==> src/rtl/stack_pointer_ctrl_pkg.sv <==
// Shared constants and state encoding for the stack pointer controller.
package stack_pkg;

  localparam int ADDR_W_DEF = 5;
  localparam int DATA_W_DEF = 8;
  localparam int DEPTH      = 2 ** ADDR_W_DEF;

  // IDLE waits for a request, WR writes the captured value, RD issues the
  // read address, CAP captures the RAM read data one cycle later.
  typedef enum logic [1:0] {
    ST_IDLE = 2'd0,
    ST_WR   = 2'd1,
    ST_RD   = 2'd2,
    ST_CAP  = 2'd3
  } state_t;

endpackage

==> src/rtl/stack_pointer_ctrl_if.sv <==
// Request/response and RAM-side signals of the stack pointer controller.
// The controller uses the slave view; the environment (requester plus RAM)
// uses the master view.
interface stack_pointer_ctrl_if #(
  parameter int DATA_W = 8,
  parameter int ADDR_W = 5
);

  logic              push;
  logic              pop;
  logic [DATA_W-1:0] push_data;
  logic              busy;
  logic              done;
  logic [DATA_W-1:0] pop_data;
  logic [ADDR_W-1:0] mem_addr;
  logic              mem_we;
  logic [DATA_W-1:0] mem_wdata;
  logic [DATA_W-1:0] mem_rdata;
  logic [ADDR_W:0]   count;
  logic              full;
  logic              empty;
  logic              ovf;
  logic              unf;

  modport master (
    output push, pop, push_data, mem_rdata,
    input  busy, done, pop_data, mem_addr, mem_we, mem_wdata,
           count, full, empty, ovf, unf
  );

  modport slave (
    input  push, pop, push_data, mem_rdata,
    output busy, done, pop_data, mem_addr, mem_we, mem_wdata,
           count, full, empty, ovf, unf
  );

endinterface

==> src/rtl/stack_pointer_ctrl_counter.sv <==
// Up/down entry counter. Clear wins over everything; inc and dec together
// cancel out (the controller never asserts both).
module updown_counter #(
  parameter int W = 6
) (
  input  logic         clk,
  input  logic         clr,
  input  logic         inc,
  input  logic         dec,
  output logic [W-1:0] cnt
);

  // count register with synchronous clear
  always_ff @(posedge clk) begin
    if (clr) begin
      cnt <= '0;
    end else if (inc && !dec) begin
      cnt <= cnt + W'(1);
    end else if (dec && !inc) begin
      cnt <= cnt - W'(1);
    end
  end

endmodule

==> src/rtl/stack_pointer_ctrl.sv <==
// LIFO stack controller in front of an external 1-cycle-latency RAM.
//
//   state | meaning
//   IDLE  | accept push/pop; flag overflow/underflow on illegal requests
//   WR    | write captured value at address count, count + 1
//   RD    | present address count-1 to the RAM
//   CAP   | latch RAM read data into pop_data, count - 1
module stack_pointer_ctrl
  import stack_pkg::*;
#(
  parameter int DATA_W = DATA_W_DEF,
  parameter int ADDR_W = ADDR_W_DEF
) (
  input logic                clk,
  input logic                clr,
  stack_pointer_ctrl_if.slave bus
);

  localparam int unsigned    DEPTH_L  = 2 ** ADDR_W;
  localparam logic [ADDR_W:0] FULL_CNT = (ADDR_W + 1)'(DEPTH_L);

  state_t            state_q;
  state_t            state_d;
  logic [ADDR_W:0]   count;
  logic [ADDR_W:0]   count_m1;
  logic              full;
  logic              empty;
  logic [DATA_W-1:0] wreg;
  logic [DATA_W-1:0] pop_data_q;
  logic              done_q;
  logic              ovf_q;
  logic              unf_q;

  logic              wreg_load;
  logic              pop_load;
  logic              cnt_inc;
  logic              cnt_dec;
  logic              done_set;
  logic              ovf_set;
  logic              unf_set;
  logic              mem_we_c;
  logic [ADDR_W-1:0] mem_addr_c;

  updown_counter #(.W(ADDR_W + 1)) u_count (
    .clk (clk),
    .clr (clr),
    .inc (cnt_inc),
    .dec (cnt_dec),
    .cnt (count)
  );

  assign full     = (count == FULL_CNT);
  assign empty    = (count == '0);
  assign count_m1 = count - (ADDR_W + 1)'(1);

  // state register
  always_ff @(posedge clk) begin
    if (clr) begin
      state_q <= ST_IDLE;
    end else begin
      state_q <= state_d;
    end
  end

  // next state, RAM strobes and datapath enables
  always_comb begin
    state_d    = state_q;
    wreg_load  = 1'b0;
    pop_load   = 1'b0;
    cnt_inc    = 1'b0;
    cnt_dec    = 1'b0;
    done_set   = 1'b0;
    ovf_set    = 1'b0;
    unf_set    = 1'b0;
    mem_we_c   = 1'b0;
    mem_addr_c = count[ADDR_W-1:0];
    case (state_q)
      ST_IDLE: begin
        // simultaneous push and pop is deliberately a no-op
        if (bus.push && !bus.pop) begin
          if (full) begin
            ovf_set = 1'b1;
          end else begin
            wreg_load = 1'b1;
            state_d   = ST_WR;
          end
        end else if (bus.pop && !bus.push) begin
          if (empty) begin
            unf_set = 1'b1;
          end else begin
            state_d = ST_RD;
          end
        end
      end
      ST_WR: begin
        mem_we_c = 1'b1;
        cnt_inc  = 1'b1;
        done_set = 1'b1;
        state_d  = ST_IDLE;
      end
      ST_RD: begin
        mem_addr_c = count_m1[ADDR_W-1:0];
        state_d    = ST_CAP;
      end
      ST_CAP: begin
        pop_load = 1'b1;
        cnt_dec  = 1'b1;
        done_set = 1'b1;
        state_d  = ST_IDLE;
      end
      default: state_d = ST_IDLE;
    endcase
  end

  // write register, pop data, completion pulse and sticky error flags
  always_ff @(posedge clk) begin
    if (clr) begin
      wreg       <= '0;
      pop_data_q <= '0;
      done_q     <= 1'b0;
      ovf_q      <= 1'b0;
      unf_q      <= 1'b0;
    end else begin
      if (wreg_load) wreg <= bus.push_data;
      if (pop_load) pop_data_q <= bus.mem_rdata;
      done_q <= done_set;
      if (ovf_set) ovf_q <= 1'b1;
      if (unf_set) unf_q <= 1'b1;
    end
  end

  assign bus.busy      = (state_q != ST_IDLE);
  assign bus.done      = done_q;
  assign bus.pop_data  = pop_data_q;
  assign bus.mem_addr  = mem_addr_c;
  assign bus.mem_we    = mem_we_c;
  assign bus.mem_wdata = wreg;
  assign bus.count     = count;
  assign bus.full      = full;
  assign bus.empty     = empty;
  assign bus.ovf       = ovf_q;
  assign bus.unf       = unf_q;

endmodule

==> src/flat_wrapper.sv <==
// flat-port wrapper written by rule: the top's interface ports become plain ports
module stack_pointer_ctrl_flat import stack_pkg::*;
#(
  parameter int DATA_W = DATA_W_DEF,
  parameter int ADDR_W = ADDR_W_DEF
)
  (clk, clr, bus_push, bus_pop, bus_push_data, bus_mem_rdata, bus_busy, bus_done, bus_pop_data, bus_mem_addr, bus_mem_we, bus_mem_wdata, bus_count, bus_full, bus_empty, bus_ovf, bus_unf);
  stack_pointer_ctrl_if #(.DATA_W(DATA_W), .ADDR_W(ADDR_W)) bus_i ();
  input logic clk;
  input logic clr;
  input wire logic [$bits(bus_i.push)-1:0] bus_push;
  input wire logic [$bits(bus_i.pop)-1:0] bus_pop;
  input wire logic [$bits(bus_i.push_data)-1:0] bus_push_data;
  input wire logic [$bits(bus_i.mem_rdata)-1:0] bus_mem_rdata;
  output wire logic [$bits(bus_i.busy)-1:0] bus_busy;
  output wire logic [$bits(bus_i.done)-1:0] bus_done;
  output wire logic [$bits(bus_i.pop_data)-1:0] bus_pop_data;
  output wire logic [$bits(bus_i.mem_addr)-1:0] bus_mem_addr;
  output wire logic [$bits(bus_i.mem_we)-1:0] bus_mem_we;
  output wire logic [$bits(bus_i.mem_wdata)-1:0] bus_mem_wdata;
  output wire logic [$bits(bus_i.count)-1:0] bus_count;
  output wire logic [$bits(bus_i.full)-1:0] bus_full;
  output wire logic [$bits(bus_i.empty)-1:0] bus_empty;
  output wire logic [$bits(bus_i.ovf)-1:0] bus_ovf;
  output wire logic [$bits(bus_i.unf)-1:0] bus_unf;
  assign bus_i.push = bus_push;
  assign bus_i.pop = bus_pop;
  assign bus_i.push_data = bus_push_data;
  assign bus_i.mem_rdata = bus_mem_rdata;
  assign bus_busy = bus_i.busy;
  assign bus_done = bus_i.done;
  assign bus_pop_data = bus_i.pop_data;
  assign bus_mem_addr = bus_i.mem_addr;
  assign bus_mem_we = bus_i.mem_we;
  assign bus_mem_wdata = bus_i.mem_wdata;
  assign bus_count = bus_i.count;
  assign bus_full = bus_i.full;
  assign bus_empty = bus_i.empty;
  assign bus_ovf = bus_i.ovf;
  assign bus_unf = bus_i.unf;
  stack_pointer_ctrl #(.DATA_W(DATA_W), .ADDR_W(ADDR_W)) u_core (.clk(clk), .clr(clr), .bus(bus_i));
endmodule
==> config.mk <==
export PLATFORM = sky130hd
export DESIGN_NAME = stack_pointer_ctrl_flat
export DESIGN_NICKNAME = d
export VERILOG_FILES = /design/src/rtl/stack_pointer_ctrl_pkg.sv /design/src/rtl/stack_pointer_ctrl_if.sv /design/src/rtl/stack_pointer_ctrl_counter.sv /design/src/rtl/stack_pointer_ctrl.sv /design/src/flat_wrapper.sv
export SDC_FILE = /design/constraint.sdc
export NUM_CORES = 1
export LEC_CHECK = 0
export BUFFER_PORTS_ARGS = -buffer_cell sky130_fd_sc_hd__clkbuf_2
export CAP_MARGIN = 0
export CELL_PAD_IN_SITES_DETAIL_PLACEMENT = 1
export CELL_PAD_IN_SITES_GLOBAL_PLACEMENT = 1
export CORE_MARGIN = 4
export CORE_UTILIZATION = 38
export CTS_CLUSTER_DIAMETER = 100
export DETAILED_ROUTE_END_ITERATION = 10
export HOLD_SLACK_MARGIN = 0.02
export PLACE_DENSITY = 0.85
export SLEW_MARGIN = 40
export SYNTH_ARGS = -nofsm -noshare
export SYNTH_HDL_FRONTEND = slang
export SYNTH_HIERARCHICAL = 1
export SYNTH_SLANG_ARGS = --single-unit
export TNS_END_PERCENT = 10
==> constraint.sdc <==
create_clock -name clk -period 5.7 [get_ports clk]
set_input_delay 0 -clock clk [delete_from_list [all_inputs] [get_ports clk]]
set_output_delay 0 -clock clk [all_outputs]
set_load 0.05 [all_outputs]
# [Yosys cells after proc, flatten, opt, wreduce, memory -nomap -nowiden]
# Index checks and enable logic that the tools add are counted.
[classes] n_mux=21 add_sub_neg=2 n_shift=0 multipliers=0 div_mod_pow=0 bitwise_logic=0 n_lt_le_gt_ge=0 n_eq_ne=7 reduce_logical=14
[op_table] cell="2-to-1 mux 1 bit" n=13
[op_table] cell="2-to-1 mux 6 bit" n=2
[op_table] cell="2-to-1 mux 2 bit" n=4
[op_table] cell="adder 6 x 1 -> 6 bit (second input constant)" n=1
[op_table] cell="equality test 6 bit (second input constant)" n=1
[op_table] cell="logical NOT 6 bit" n=1
[op_table] cell="one-hot mux 2 bit (3 select lines)" n=1
[op_table] cell="subtractor 6 x 1 -> 6 bit (second input constant)" n=1
[op_table] cell="2-to-1 mux 5 bit" n=1
[op_table] cell="equality test 2 bit (second input constant)" n=2
[op_table] cell="logical AND 1 bit" n=4
[op_table] cell="logical NOT 1 bit" n=4
[op_table] cell="nonzero test 2 bit" n=2
[op_table] cell="inequality test 3 x 1 -> 1 bit (second input constant)" n=1
[op_table] cell="inequality test 3 x 2 -> 1 bit (second input constant)" n=1
[op_table] cell="inequality test 3 bit (second input constant)" n=1
[op_table] cell="AND reduction 3 bit" n=1
[op_table] cell="equality test 2 x 1 -> 1 bit (second input constant)" n=1
[op_table] cell="logical NOT 2 bit" n=1
[op_table] cell="OR reduction 2 bit" n=1
[word_totals] register_bits=27 inputBits=20 rom_bits=0 latchBits=0 out_inout_bits=34 n_memories=0 mem_bits_rw=0

# [Depth between registers and ports, before layout]
# Gate-level depths: netlist of run 1.
[depth] word_depth=6 depth_mapped=11 depth_no_buf=10

# [Cells and area by module]
# Netlist of run 1, hierarchy kept.
[modules_own_cells] module="stack_pointer_ctrl" area_per_inst_um2=1017.2 n_inst=1 cells_each=114 seq_area_each_um2=420.4
[modules_own_cells] module="updown_counter" area_per_inst_um2=426.7 n_inst=1 cells_each=50 seq_area_each_um2=120.1

# [Worst setup path after synthesis of run 1]
# No wires, ideal clock.
[synth_path] path_kind="register -> register" startpoint="register u_core.state_q[0]" endpoint="register u_core.u_count.cnt[4]" path_slack_ns=2.453 n_path_buf=2 arrival_ns=3.120 stages_incl_launch_ff=11 path_cell_list="dfxtp_1 > clkbuf_1 > clkbuf_1 > nor2b_1 > ha_1 > inv_1 > fa_1 > a21o_1 > a21oi_2 > nor4_1 > or3_1"
[synth_via] elab_chain_cells=5 elab_cells_between_ends=10 classes_between="eq/ne (2); mux (3); reduce/logical (5)"
[synth_rtl] item="from (decl)" line="stack_pointer_ctrl.sv:22" rtl="state_t state_q;"
[synth_rtl] item="from (signal assigned)" line="stack_pointer_ctrl.sv:61" rtl="state_q <= state_d;"
[synth_rtl] item="equality test 2 x 1 -> 1 bit (*)"
[synth_rtl] item="2-to-1 mux 1 bit (*)"
[synth_rtl] item="net bus_mem_we" line="flat_wrapper.sv:19" rtl="output wire logic [$bits(bus_i.mem_we)-1:0] bus_mem_we;"
[synth_rtl] item="logical NOT 1 bit" line="stack_pointer_ctrl_counter.sv:19" rtl="end else if (dec && !inc) begin"
[synth_rtl] item="logical AND 1 bit" line="stack_pointer_ctrl_counter.sv:19"
[synth_rtl] item="nonzero test 2 bit (no line)"
[synth_rtl] item="to (signal assigned)" line="stack_pointer_ctrl_counter.sv:18" rtl="cnt <= cnt + W'(1);"
[synth_rtl] item="to (signal assigned)" line="stack_pointer_ctrl_counter.sv:20" rtl="cnt <= cnt - W'(1);"
[synth_rtl] item="to (decl)" line="stack_pointer_ctrl_counter.sv:10" rtl="output logic [W-1:0] cnt"
# Mark *: on every way through the listed nets, which the timed path passes. The rest lies on a longest branch.
# A chain may end at the register's enable or synchronous reset.

# [Worst setup path in the final report of run 1]
[layout_path] startpoint="register u_core.state_q[1]" endpoint="register u_core.u_count.cnt[5]"
[layout_via] elab_chain_cells=5 elab_cells_between_ends=10 classes_between="eq/ne (2); mux (3); reduce/logical (5)"
[layout_rtl] item="equality test 2 bit (*)" line="stack_pointer_ctrl.sv:77" rtl="case (state_q)"
[layout_rtl] item="2-to-1 mux 1 bit (*)" line="stack_pointer_ctrl.sv:77"
[layout_rtl] item="net u_core.cnt_dec" line="stack_pointer_ctrl.sv:37" rtl="logic cnt_dec;"
[layout_rtl] item="logical NOT 1 bit" line="stack_pointer_ctrl_counter.sv:17" rtl="end else if (inc && !dec) begin"
[layout_rtl] item="logical AND 1 bit" line="stack_pointer_ctrl_counter.sv:17"
[layout_rtl] item="2-to-1 mux 6 bit / nonzero test 2 bit (equally long branches)"
# Marks and branches as above.

==> impl_metrics.prom, run 1 <==
# TYPE chip_impl_metric gauge
chip_impl_metric{name="layout.nets",unit=""} 256
chip_impl_metric{name="gp_routability_congestion",unit=""} 0.824
chip_impl_metric{name="worst_ep_arrival_time",unit="ns"} 3.01
chip_impl_metric{name="syn_area",unit="um^2"} 1440
chip_impl_metric{name="via_count",unit=""} 1392
chip_impl_metric{name="skew",unit="ns"} 0.00647
chip_impl_info{name="ys_dominant_reg_cell",value="dfxtp_1"} 1
chip_impl_metric{name="r2r_slack",unit="ns"} 2.87
chip_impl_metric{name="global_route.usage.total",unit=""} 0.177
chip_impl_info{name="startpoint_type",value="flop"} 1
chip_impl_metric{name="synthesis.instances",unit=""} 164
chip_impl_metric{name="worst_ep_required_time",unit="ns"} 5.88
chip_impl_metric{name="dieArea",unit="um^2"} 4850
chip_impl_metric{name="finalCritPeriodShare",unit=""} 0.496
chip_impl_info{name="synth.cells.most_frequent",value="27 x dfxtp_1, 19 x nand2b_1, 14 x nand2_1, 12 x a21oi_1, 12 x nor2_1"} 1
chip_impl_info{name="cp-end-kind",value="flop"} 1
chip_impl_metric{name="fmax",unit="MHz"} 354
chip_impl_metric{name="unique_cell_type_count_in_the_yosys_netlist",unit=""} 37
chip_impl_metric{name="worstSkewPairLatency",unit="ns"} 0.28
chip_impl_metric{name="timing.max_cap.violations",unit=""} 0
chip_impl_metric{name="grt_antenna_before_repair",unit=""} 0
chip_impl_metric{name="tightest_slew",unit="ns"} 0.635
chip_impl_metric{name="fin_setup_tns",unit="ns"} 0
chip_impl_metric{name="finalHoldViolations",unit=""} 0
chip_impl_metric{name="p_leak",unit="nW"} 0.885
chip_impl_metric{name="num_io_pins",unit=""} 54
chip_impl_metric{name="grt_pass1_vias",unit=""} 1492
chip_impl_metric{name="cts_buffers",unit=""} 3
chip_impl_info{name="timing.critical_path.cells",value="nand2_1 > inv_1 > inv_1 > ha_1 > inv_1 > ha_1 > a211oi_1 > o31a_1 > nor3_1 > a311oi_1"} 1
chip_impl_info{name="library_cell_appearing_most_often_on_the_critical_path",value="inv_1"} 1
chip_impl_metric{name="cts_resized",unit=""} 0
chip_impl_metric{name="antenna_cells_inserted",unit=""} 0
chip_impl_metric{name="die_w",unit="um"} 69.6
chip_impl_metric{name="synthDominantCellAreaShare",unit=""} 0.374
chip_impl_metric{name="yosys_warnings",unit=""} 6
chip_impl_info{name="holdCritPathClass",value="primary input to flop"} 1
chip_impl_metric{name="met1_length",unit="um"} 1770
chip_impl_metric{name="wl_per_cell",unit="um"} 15.4
chip_impl_metric{name="slew_viol_final",unit=""} 0
chip_impl_metric{name="cp_max_fanout",unit=""} 17
chip_impl_metric{name="placeableCoreArea",unit="um^2"} 3660
chip_impl_metric{name="cts_hold_buffers",unit=""} 16
chip_impl_metric{name="number_of_setup_violations_in_the_final_report",unit=""} 0
chip_impl_metric{name="cts_num_sinks",unit=""} 27
chip_impl_metric{name="ys_seq_elements",unit=""} 27
chip_impl_metric{name="drt_first_iter_violations",unit=""} 75
chip_impl_metric{name="remaining_drcs",unit=""} 0
chip_impl_metric{name="met3RoutedLength",unit="um"} 202
chip_impl_metric{name="initial_core_util",unit=""} 0.394
chip_impl_metric{name="report.power.total",unit="uW"} 657
chip_impl_metric{name="detail_placement_hpwl",unit="um"} 2790
chip_impl_info{name="synth.top_cells.by_area",value="dfxtp_1 37%, nand2b_1 8.2%, mux2i_1 6.2%, ha_1 6.1%, a21oi_1 4.2%"} 1
chip_impl_metric{name="syn-mean-instance-area",unit="um^2"} 8.80
chip_impl_metric{name="clkSlewWorstSetupHoldPaths",unit="ns"} 0.10
chip_impl_metric{name="vertical_extent_of_the_die",unit="um"} 69.6
chip_impl_info{name="post-synth-top-count-cell",value="dfxtp_1"} 1
chip_impl_metric{name="finalWirelength",unit="um"} 4220
chip_impl_metric{name="cts_max_level",unit=""} 1
chip_impl_info{name="cts_root_buffer",value="clkbuf_8"} 1
chip_impl_metric{name="synthesis.nets",unit=""} 192
chip_impl_metric{name="vias_per_inst",unit=""} 5.06
chip_impl_metric{name="layout-drive-gt1-share",unit=""} 0.282
chip_impl_metric{name="num-fill-cells",unit=""} 452
chip_impl_metric{name="numPortBuffers",unit=""} 53
chip_impl_metric{name="grt_first_pass_wirelength",unit="um"} 7120
chip_impl_metric{name="placementRows",unit=""} 22
chip_impl_info{name="synth_top_cell_by_area",value="dfxtp_1"} 1
chip_impl_metric{name="cts-root-to-sink-buffers",unit=""} 2
chip_impl_info{name="timing.critical_path.slowest_stage_cell",value="dfxtp_1"} 1
chip_impl_metric{name="route.antenna.remaining_nets",unit=""} 0
chip_impl_metric{name="worst_slew_slack_as_a_fraction_of_its_limit",unit=""} 0.577
chip_impl_info{name="cts_tree",value="yes"} 1
chip_impl_metric{name="synth-edff-count",unit=""} 0
chip_impl_info{name="worst-setup-path-type",value="flop to flop"} 1
chip_impl_metric{name="dr.pass1.iters",unit=""} 4
chip_impl_metric{name="wl_met2",unit="um"} 2230
chip_impl_metric{name="worst_path_largest_cell_delay",unit="ns"} 0.70
chip_impl_info{name="top_layer_used",value="met4"} 1
chip_impl_metric{name="grt_max_degree",unit=""} 39
chip_impl_metric{name="flow.area_growth_from_synthesis",unit="%"} 33.5
chip_impl_info{name="status",value="completed"} 1
chip_impl_metric{name="overflow",unit=""} 0
chip_impl_info{name="rsz0062_at_grt",value="no"} 1
chip_impl_metric{name="power.density_cell_area",unit="nW/um^2"} 341
chip_impl_metric{name="finalCriticalPeriod",unit="ns"} 2.83
chip_impl_metric{name="ir_drop",unit="mV"} 0.118
chip_impl_metric{name="post_cts.repair.setup_buffers",unit=""} 0
chip_impl_metric{name="synth_async_sr_flop_share",unit=""} 0
chip_impl_metric{name="yosysSeqAreaShare",unit=""} 0.374
==> metal layers <==
| metal | vias to the layer above | track usage |
|---|---|---|
| met5 | - | 0 |
| met4 | 0 | 0.0383 |
| met3 | 2 | 0.0348 |
| met2 | 33 | 0.328 |
| met1 | 674 | 0.210 |
| li1 | 683 | - |
==> logic make-up (layout without fill, tap and decap cells) <==
| kind of cell | after synthesis | in the layout | synth area share |
|---|---|---|---|
| flops | 27 | 27 | 0.374 |
| buf+inv | 17 | 80 | 0.0529 |
| compound gates | 26 | 26 | 0.116 |
| fa+ha+maj | 8 | 8 | 0.0745 |
| simple gates | 70 | 70 | 0.277 |
| xor+xnor | 7 | 7 | 0.0425 |
| mux | 9 | 9 | 0.0624 |
==> cells in the final DEF (no fill, tap or decap), types with 3 or more instances in the layout <==
cell,netlist,layout
nor3_1,3,3
clkbuf_2,0,53
nor2_1,12,12
mux2i_1,9,9
nand2b_1,19,19
xnor2_1,3,3
ha_1,7,7
clkbuf_8,0,3
dfxtp_1,27,27
inv_1,7,7
xor2_1,4,4
nand2_1,14,14
nand3_1,8,8
dlygate4sd3_1,0,16
a21oi_1,12,12
==> registers in the layout, indices dropped and copies added (netlist names) <==
signal,cells
u_core/bus.unf,1
u_core/bus.ovf,1
u_core/bus.mem_wdata,8
u_core/bus.done,1
u_core/u_count/cnt,6
u_core/bus.pop_data,8
u_core/state_q,2
==> final cells by class <==
class,count,area [um^2],share of cell area
Sequential cell,27,541,0.280
Timing Repair Buffer,69,425,0.221
Clock inverter,1,7.51,0.00389
Inverter,7,26.3,0.0136
Multi-Input combinational cell,120,827,0.429
Clock buffer,3,41.3,0.0214
Tap cell,48,60.1,0.0311
==> report_power, final <==
| part | switching, mW | internal [mW] |
|---|---|---|
| combinational | 0.209 | 0.0979 |
| sequential | 0.0308 | 0.205 |
| clock | 0.0646 | 0.0497 |
==> metrics by stage <==
| stage | util | area (um^2) | hold slack, ns | setup slack, ns | std cells |
|---|---|---|---|---|---|
| 2_1_floorplan | - | 1440 | 0.148 | 2.45 | 164 |
| 3_3_place_gp | 0.470 | 1720 | 0.247 | 3.05 | 255 |
| 3_5_place_dp | 0.470 | 1720 | 0.247 | 2.98 | 255 |
| 4_1_cts | 0.527 | 1930 | 0.131 | 2.90 | 275 |
| 5_1_grt | 0.527 | 1930 | 0.153 | 2.53 | 275 |
| 6_report | 0.527 | 1930 | 0.135 | 2.87 | 275 |
==> worst paths after layout <==
| check | from | end | depth (start not counted) |
|---|---|---|---|
| worst max-delay path | u_core/state_q[1] | u_core/u_count/cnt[5] | 10 |
| worst min-delay path | bus_push | u_core/state_q[0] | 4 |
| worst max register to register | u_core/state_q[1] | u_core/u_count/cnt[5] | 10 |
| worst min register to register | u_core/bus.pop_data[7] | u_core/bus.pop_data[7] | 2 |
==> worst max-delay path, delay by kind of cell, from the launching register on <==
kind	cells	cell delay, ns
AND/OR/NAND/NOR	2	0.41
flip-flops	1	0.70
AO/OA/AOI/OAI	3	0.78
buffers and inverters	3	0.36
adder cells (fa/ha/maj)	2	0.49
Power figures use the tool's default switching activity.
==> inputs of run 2 (changes only) <==
--- a/config.mk
+++ b/config.mk
@@ -10,11 +10,11 @@
 export CELL_PAD_IN_SITES_DETAIL_PLACEMENT = 1
 export CELL_PAD_IN_SITES_GLOBAL_PLACEMENT = 1
 export CORE_MARGIN = 4
-export CORE_UTILIZATION = 38
+export CORE_UTILIZATION = 32
 export CTS_CLUSTER_DIAMETER = 100
 export DETAILED_ROUTE_END_ITERATION = 10
 export HOLD_SLACK_MARGIN = 0.02
-export PLACE_DENSITY = 0.85
+export PLACE_DENSITY = 0.77
 export SLEW_MARGIN = 40
 export SYNTH_ARGS = -nofsm -noshare
 export SYNTH_HDL_FRONTEND = slang
==> constraint.sdc (replaced) <==
create_clock -name clk -period 2.3 [get_ports clk]
set_input_delay 0 -clock clk [delete_from_list [all_inputs] [get_ports clk]]
set_output_delay 0 -clock clk [all_outputs]
set_load 0.05 [all_outputs]
==> impl_metrics.prom, run 2 (same netlist as run 1, synthesis figures left out) <==
# TYPE chip_impl_metric gauge
chip_impl_info{name="rsz0062_at_grt",value="no"} 1
chip_impl_info{name="worst-setup-path-type",value="flop to flop"} 1
chip_impl_metric{name="vias_per_inst",unit=""} 4.81
chip_impl_info{name="cts_tree",value="yes"} 1
chip_impl_metric{name="antenna_cells_inserted",unit=""} 0
chip_impl_metric{name="finalCriticalPeriod",unit="ns"} 2.06
chip_impl_metric{name="slew_viol_final",unit=""} 0
chip_impl_metric{name="worst_ep_required_time",unit="ns"} 2.47
chip_impl_info{name="cp-end-kind",value="flop"} 1
chip_impl_metric{name="finalHoldViolations",unit=""} 0
chip_impl_metric{name="layout.nets",unit=""} 260
chip_impl_info{name="holdCritPathClass",value="primary input to flop"} 1
chip_impl_metric{name="initial_core_util",unit=""} 0.332
chip_impl_info{name="status",value="completed"} 1
chip_impl_metric{name="finalWirelength",unit="um"} 3800
chip_impl_metric{name="grt_max_degree",unit=""} 39
chip_impl_metric{name="timing.reg2reg.worst_path_depth",unit=""} 10
chip_impl_metric{name="drt_first_iter_violations",unit=""} 30
chip_impl_metric{name="cp_max_fanout",unit=""} 6
chip_impl_metric{name="detail_placement_hpwl",unit="um"} 2600
chip_impl_metric{name="number_of_setup_violations_in_the_final_report",unit=""} 0
chip_impl_metric{name="route.antenna.remaining_nets",unit=""} 0
chip_impl_metric{name="dieArea",unit="um^2"} 5650
chip_impl_info{name="cts_root_buffer",value="clkbuf_8"} 1
chip_impl_metric{name="fmax",unit="MHz"} 486
chip_impl_metric{name="grt_pass1_vias",unit=""} 1380
chip_impl_metric{name="finalCritPeriodShare",unit=""} 0.894
chip_impl_metric{name="worst_ep_arrival_time",unit="ns"} 2.22
chip_impl_metric{name="cts_num_sinks",unit=""} 27
chip_impl_metric{name="via_count",unit=""} 1360
chip_impl_metric{name="grt_antenna_before_repair",unit=""} 0
chip_impl_metric{name="worst_path_largest_cell_delay",unit="ns"} 0.41
chip_impl_metric{name="timing.max_cap.violations",unit=""} 0
chip_impl_info{name="library_cell_appearing_most_often_on_the_critical_path",value="inv_1"} 1
chip_impl_info{name="timing.critical_path.cells",value="nand2_1 > inv_1 > inv_1 > ha_4 > inv_2 > ha_1 > a21o_1 > a21oi_2 > nor4_1 > or3_1"} 1
chip_impl_metric{name="placementRows",unit=""} 24
chip_impl_metric{name="wl_per_cell",unit="um"} 13.4
chip_impl_metric{name="gp_routability_congestion",unit=""} 0.790
chip_impl_metric{name="flow.area_growth_from_synthesis",unit="%"} 37.5
chip_impl_metric{name="cts-root-to-sink-buffers",unit=""} 2
chip_impl_metric{name="numPortBuffers",unit=""} 53
chip_impl_info{name="final_common_cell",value="clkbuf_2"} 1
chip_impl_metric{name="overflow",unit=""} 0
chip_impl_info{name="min_from",value="bus_push"} 1
chip_impl_metric{name="dr.pass1.iters",unit=""} 4
chip_impl_info{name="hold_end",value="u_core/bus.unf"} 1
chip_impl_metric{name="power.density_cell_area",unit="nW/um^2"} 824
chip_impl_metric{name="global_route.usage.total",unit=""} 0.143
chip_impl_metric{name="cts_buffers",unit=""} 3
chip_impl_metric{name="die_w",unit="um"} 75.2
chip_impl_metric{name="layout-drive-gt1-share",unit=""} 0.312
chip_impl_metric{name="p_leak",unit="nW"} 0.906
chip_impl_info{name="final_cell_mix",value="53 x clkbuf_2, 27 x dfxtp_1, 19 x nand2b_1"} 1
chip_impl_info{name="worst_r2r_startpoint",value="u_core/state_q[1]"} 1
chip_impl_metric{name="clkSlewWorstSetupHoldPaths",unit="ns"} 0.10
chip_impl_metric{name="preCtsSetupSlack",unit="ns"} 0.270
chip_impl_metric{name="num-fill-cells",unit=""} 535
chip_impl_info{name="timing.critical_path.slowest_stage_cell",value="dfxtp_1"} 1
chip_impl_metric{name="remaining_drcs",unit=""} 0
chip_impl_metric{name="num_io_pins",unit=""} 54
chip_impl_metric{name="vertical_extent_of_the_die",unit="um"} 75.2
chip_impl_metric{name="tightest_slew",unit="ns"} 0.649
chip_impl_metric{name="whs_path_depth",unit=""} 4
chip_impl_metric{name="report.power.total",unit="mW"} 1.64
chip_impl_metric{name="skew",unit="ns"} 0.00300
chip_impl_metric{name="cts_resized",unit=""} 0
chip_impl_metric{name="post_cts.repair.setup_buffers",unit=""} 0
chip_impl_metric{name="worst_slew_slack_as_a_fraction_of_its_limit",unit=""} 0.567
chip_impl_metric{name="r2r_slack",unit="ns"} 0.24
chip_impl_metric{name="ir_drop",unit="mV"} 0.372
chip_impl_metric{name="worstSkewPairLatency",unit="ns"} 0.27
chip_impl_metric{name="final_setup_margin",unit="ns"} 0.244
chip_impl_info{name="startpoint_type",value="flop"} 1
chip_impl_metric{name="placeableCoreArea",unit="um^2"} 4350
chip_impl_info{name="worst_r2r_endpoint",value="u_core/u_count/cnt[4]"} 1
chip_impl_metric{name="grt_first_pass_wirelength",unit="um"} 6280
chip_impl_metric{name="cts_max_level",unit=""} 1
## run 2: changes by cell type in the layout (fill, tap and decap cells not counted)
cell     previous run  this run
nor2b_4             0         1
ha_4                0         1
inv_2               0         1
ha_1                7         6
buf_4               0         4
fa_2                0         1
inv_1               7         6
nor2b_1             2         1
fa_1                1         0
## run 2: how the worst max path moves through the flow
| stage | startpoint | endpoint | depth (start not counted) |
|---|---|---|---|
| floorplan | u_core/state_q[0] | u_core/u_count/cnt[4] | 10 |
| global placement | u_core/state_q[1] | u_core/u_count/cnt[4] | 10 |
| detailed placement | u_core/state_q[1] | u_core/u_count/cnt[4] | 10 |
| CTS | u_core/state_q[1] | u_core/u_count/cnt[4] | 10 |
| global route | u_core/state_q[1] | u_core/u_count/cnt[4] | 10 |
| finish | u_core/state_q[1] | u_core/u_count/cnt[4] | 10 |
## run 2: through the flow
step | hold slack [ns] | TNS (ns) | util | instance area [um^2] | instances
2_1_floorplan | 0.148 | -0.0518 | - | 1490 | 164
3_3_place_gp | 0.242 | 0 | 0.408 | 1780 | 263
3_5_place_dp | 0.246 | 0 | 0.408 | 1780 | 263
4_1_cts | 0.133 | 0 | 0.456 | 1990 | 283
5_1_grt | 0.160 | 0 | 0.456 | 1990 | 283
6_report | 0.140 | 0 | 0.456 | 1990 | 283
## run 2: final cells by class
type | instances | area (um^2) | area share
Clock inverter | 1 | 7.51 | 0.00378
Clock buffer | 3 | 41.3 | 0.0208
Timing Repair Buffer | 73 | 455 | 0.229
Multi-Input combinational cell | 120 | 850 | 0.428
Sequential cell | 27 | 541 | 0.272
Tap cell | 52 | 65.1 | 0.0328
Inverter | 7 | 26.3 | 0.0132
## run 2: critical path, delay by kind of cell, from the launching register on
kind	cells	cell delay (ns)
simple gates	3	0.52
fa+ha+maj	2	0.45
flops	1	0.41
compound gates	2	0.34
buf+inv	3	0.23
## run 2: repair_timing
| action | in CTS | in global routing |
|---|---|---|
| setup endpoints to repair | 0 | 0 |
| hold buffers | 16 | 0 |
| hold endpoints to repair | 16 | 0 |
## run 2: metal layers
layer | up-vias | wire length (um) | GRT usage
met5 | - | 0 | 0
met4 | 0 | 36 | 0.0505
met3 | 2 | 207 | 0.0240
met2 | 31 | 1880 | 0.257
met1 | 639 | 1670 | 0.172
li1 | 688 | - | -
## run 2: where the power goes
part,internal (mW),leakage (nW),switching (mW)
registers,0.509,0.219,0.0572
clock network,0.123,0.0217,0.159
logic,0.259,0.665,0.529
==> inputs of run 3 (changes only) <==
==> constraint.sdc (replaced) <==
create_clock -name clk -period 1.83 [get_ports clk]
set_input_delay 0 -clock clk [delete_from_list [all_inputs] [get_ports clk]]
set_output_delay 0 -clock clk [all_outputs]
set_load 0.05 [all_outputs]
==> impl_metrics.prom, run 3 (same netlist as run 1, synthesis figures left out) <==
# TYPE chip_impl_metric gauge
chip_impl_metric{name="finalCriticalPeriod",unit="ns"} 1.90
chip_impl_metric{name="vertical_extent_of_the_die",unit="um"} 75.2
chip_impl_metric{name="layout_utilization",unit=""} 0.482
chip_impl_metric{name="placedInstanceArea",unit="um^2"} 1840
chip_impl_metric{name="initial_core_util",unit=""} 0.332
chip_impl_metric{name="clkSlewWorstSetupHoldPaths",unit="ns"} 0.10
chip_impl_metric{name="route.antenna.remaining_nets",unit=""} 0
chip_impl_metric{name="wl_per_cell",unit="um"} 14.4
chip_impl_info{name="cp-end-kind",value="flop"} 1
chip_impl_info{name="status",value="complete, but fails checks"} 1
chip_impl_info{name="worst_r2r_startpoint",value="u_core/state_q[0]"} 1
chip_impl_metric{name="placementRows",unit=""} 24
chip_impl_metric{name="global_route.usage.total",unit=""} 0.159
chip_impl_metric{name="layout-drive-gt1-share",unit=""} 0.378
chip_impl_metric{name="r2r_slack",unit="ns"} -0.07
chip_impl_metric{name="die_w",unit="um"} 75.2
chip_impl_metric{name="finalHoldViolations",unit=""} 0
chip_impl_metric{name="grt_max_degree",unit=""} 22
chip_impl_metric{name="worst_ep_arrival_time",unit="ns"} 2.07
chip_impl_info{name="cts_root_buffer",value="clkbuf_8"} 1
chip_impl_metric{name="p_sw",unit="uW"} 977
chip_impl_metric{name="detail_placement_hpwl",unit="um"} 2890
chip_impl_metric{name="intPower",unit="mW"} 1.22
chip_impl_metric{name="vias_per_inst",unit=""} 4.80
chip_impl_info{name="holdCritPathClass",value="primary input to flop"} 1
chip_impl_metric{name="skew",unit="ns"} 0.00425
chip_impl_metric{name="num_io_pins",unit=""} 54
chip_impl_metric{name="part_of_the_power_in_combinational_logic",unit=""} 0.522
chip_impl_metric{name="via_count",unit=""} 1406
chip_impl_info{name="startpoint_type",value="flop"} 1
chip_impl_metric{name="clockPowerShare",unit=""} 0.161
chip_impl_info{name="worst_r2r_endpoint",value="u_core/u_count/cnt[4]"} 1
chip_impl_metric{name="remaining_drcs",unit=""} 0
chip_impl_metric{name="layout.nets",unit=""} 270
chip_impl_metric{name="dieArea",unit="um^2"} 5650
chip_impl_metric{name="tightest_slew",unit="ns"} 0.374
chip_impl_metric{name="p_leak",unit="nW"} 0.972
chip_impl_metric{name="worstSkewPairLatency",unit="ns"} 0.27
chip_impl_metric{name="final_setup_margin",unit="ns"} -0.0700
chip_impl_metric{name="grt_pass1_vias",unit=""} 1514
chip_impl_metric{name="cts_buffers",unit=""} 3
chip_impl_metric{name="dr.pass1.iters",unit=""} 4
chip_impl_metric{name="power.density_cell_area",unit="nW/um^2"} 1050
chip_impl_metric{name="gp_routability_congestion",unit=""} 0.764
chip_impl_metric{name="number_of_setup_violations_in_the_final_report",unit=""} 2
chip_impl_info{name="final_common_cell",value="clkbuf_2"} 1
chip_impl_info{name="hold_end",value="u_core/bus.unf"} 1
chip_impl_metric{name="whs_path_depth",unit=""} 4
chip_impl_metric{name="numPortBuffers",unit=""} 53
chip_impl_metric{name="flow.area_growth_from_synthesis",unit="%"} 45.5
chip_impl_metric{name="fin_setup_tns",unit="ns"} -0.121
chip_impl_info{name="min_from",value="bus_push"} 1
chip_impl_metric{name="timing.reg2reg.worst_path_depth",unit=""} 8
chip_impl_metric{name="antenna_cells_inserted",unit=""} 0
chip_impl_info{name="violated_checks",value="setup timing"} 1
chip_impl_metric{name="finalWirelength",unit="um"} 4210
chip_impl_info{name="cts_tree",value="yes"} 1
chip_impl_metric{name="drt_first_iter_violations",unit=""} 36
chip_impl_metric{name="grt_first_pass_wirelength",unit="um"} 6930
chip_impl_metric{name="cts_max_level",unit=""} 1
chip_impl_metric{name="grt_antenna_before_repair",unit=""} 0
chip_impl_metric{name="power.share.switching",unit=""} 0.444
chip_impl_info{name="worst-setup-path-type",value="flop to flop"} 1
chip_impl_info{name="timing.critical_path.cells",value="nor2b_4 > ha_4 > inv_4 > fa_2 > a21o_1 > a21oi_2 > nor4_1 > or3_1"} 1
chip_impl_info{name="final_cell_mix",value="49 x clkbuf_2, 23 x dfxtp_1, 19 x nand2b_1"} 1
chip_impl_metric{name="overflow",unit=""} 0
chip_impl_metric{name="cts_num_sinks",unit=""} 27
chip_impl_metric{name="worst_ep_required_time",unit="ns"} 2.00
chip_impl_metric{name="timing.max_cap.violations",unit=""} 0
chip_impl_metric{name="fmax",unit="MHz"} 526
chip_impl_metric{name="worst_path_largest_cell_delay",unit="ns"} 0.36
chip_impl_info{name="timing.critical_path.slowest_stage_cell",value="dfxtp_2"} 1
chip_impl_metric{name="cts-root-to-sink-buffers",unit=""} 2
chip_impl_metric{name="finalCritPeriodShare",unit=""} 1.04
chip_impl_metric{name="ir_drop",unit="mV"} 0.491
chip_impl_metric{name="post-route-cell-area",unit="um^2"} 2100
chip_impl_metric{name="power.share.sequential",unit=""} 0.318
chip_impl_metric{name="placeableCoreArea",unit="um^2"} 4350
chip_impl_metric{name="slew_viol_final",unit=""} 0
chip_impl_metric{name="worst_slew_slack_as_a_fraction_of_its_limit",unit=""} 0.751
chip_impl_metric{name="cp_max_fanout",unit=""} 6
chip_impl_info{name="rsz0062_at_grt",value="yes"} 1
## run 3: worst max-delay path by stage
stage          slack (ns)              start               endpoint  depth (start not counted)
4_1_cts             -0.09  u_core/state_q[0]  u_core/u_count/cnt[4]                          8
3_3_place_gp        -0.11  u_core/state_q[1]  u_core/u_count/cnt[4]                         10
5_1_grt             -0.21  u_core/state_q[1]  u_core/u_count/cnt[4]                         10
6_report            -0.07  u_core/state_q[0]  u_core/u_count/cnt[4]                          8
2_1_floorplan       -0.52  u_core/state_q[0]  u_core/u_count/cnt[4]                         10
3_5_place_dp        -0.20  u_core/state_q[1]  u_core/u_count/cnt[5]                         10
## run 3: cell type report
type                    instances  area (um^2)
fillers                       524         2250
inverters                       7         28.8
clock buffers                   3         41.3
well taps                      52         65.1
multi-input cells             120          867
flip-flops and latches         27          548
clock inverters                 1         7.51
repair buffers                 83          543
## run 3: power by group through the flow
stage	clock network (mW)	registers, mW	logic [mW]
2_1_floorplan	0	0.866	0.624
4_1_cts	0.370	0.700	1.14
3_3_place_gp	0	0.708	1.04
5_1_grt	0.394	0.710	1.23
3_5_place_dp	0	0.710	1.07
6_report	0.353	0.699	1.15
## run 3: layer usage
| layer | track usage | routed length [um] |
|---|---|---|
| met1 | 0.186 | 1750 |
| met2 | 0.297 | 2210 |
| met3 | 0.0214 | 210 |
| met4 | 0.0524 | 39 |
| met5 | 0 | 0 |
## run 3: critical path, delay by kind of cell (launching register included)
| family | cells | cell delay (ns) |
|---|---|---|
| flops | 1 | 0.36 |
| simple gates | 3 | 0.56 |
| compound gates | 2 | 0.32 |
| buf+inv | 1 | 0.05 |
| fa+ha+maj | 2 | 0.49 |
## run 3: stage by stage
| step | hold WS [ns] | worst slack (ns) | std cells | power, mW |
|---|---|---|---|---|
| after floorplan | 0.148 | -0.519 | 164 | 1.49 |
| after global placement | 0.244 | -0.113 | 272 | 1.75 |
| after detailed placement | 0.247 | -0.203 | 272 | 1.78 |
| after CTS | 0.128 | -0.0934 | 293 | 2.21 |
| after global routing | 0.160 | -0.214 | 293 | 2.33 |
| final | 0.135 | -0.0700 | 293 | 2.20 |
## run 3: what timing repair did
item                       CTS  global route
setup endpoints to repair    6             8
setup buffers                1             0
pin swaps                    2             3
hold endpoints to repair    16             0
hold buffers                16             0
gates resized for setup     10             8
cloned                       0             0
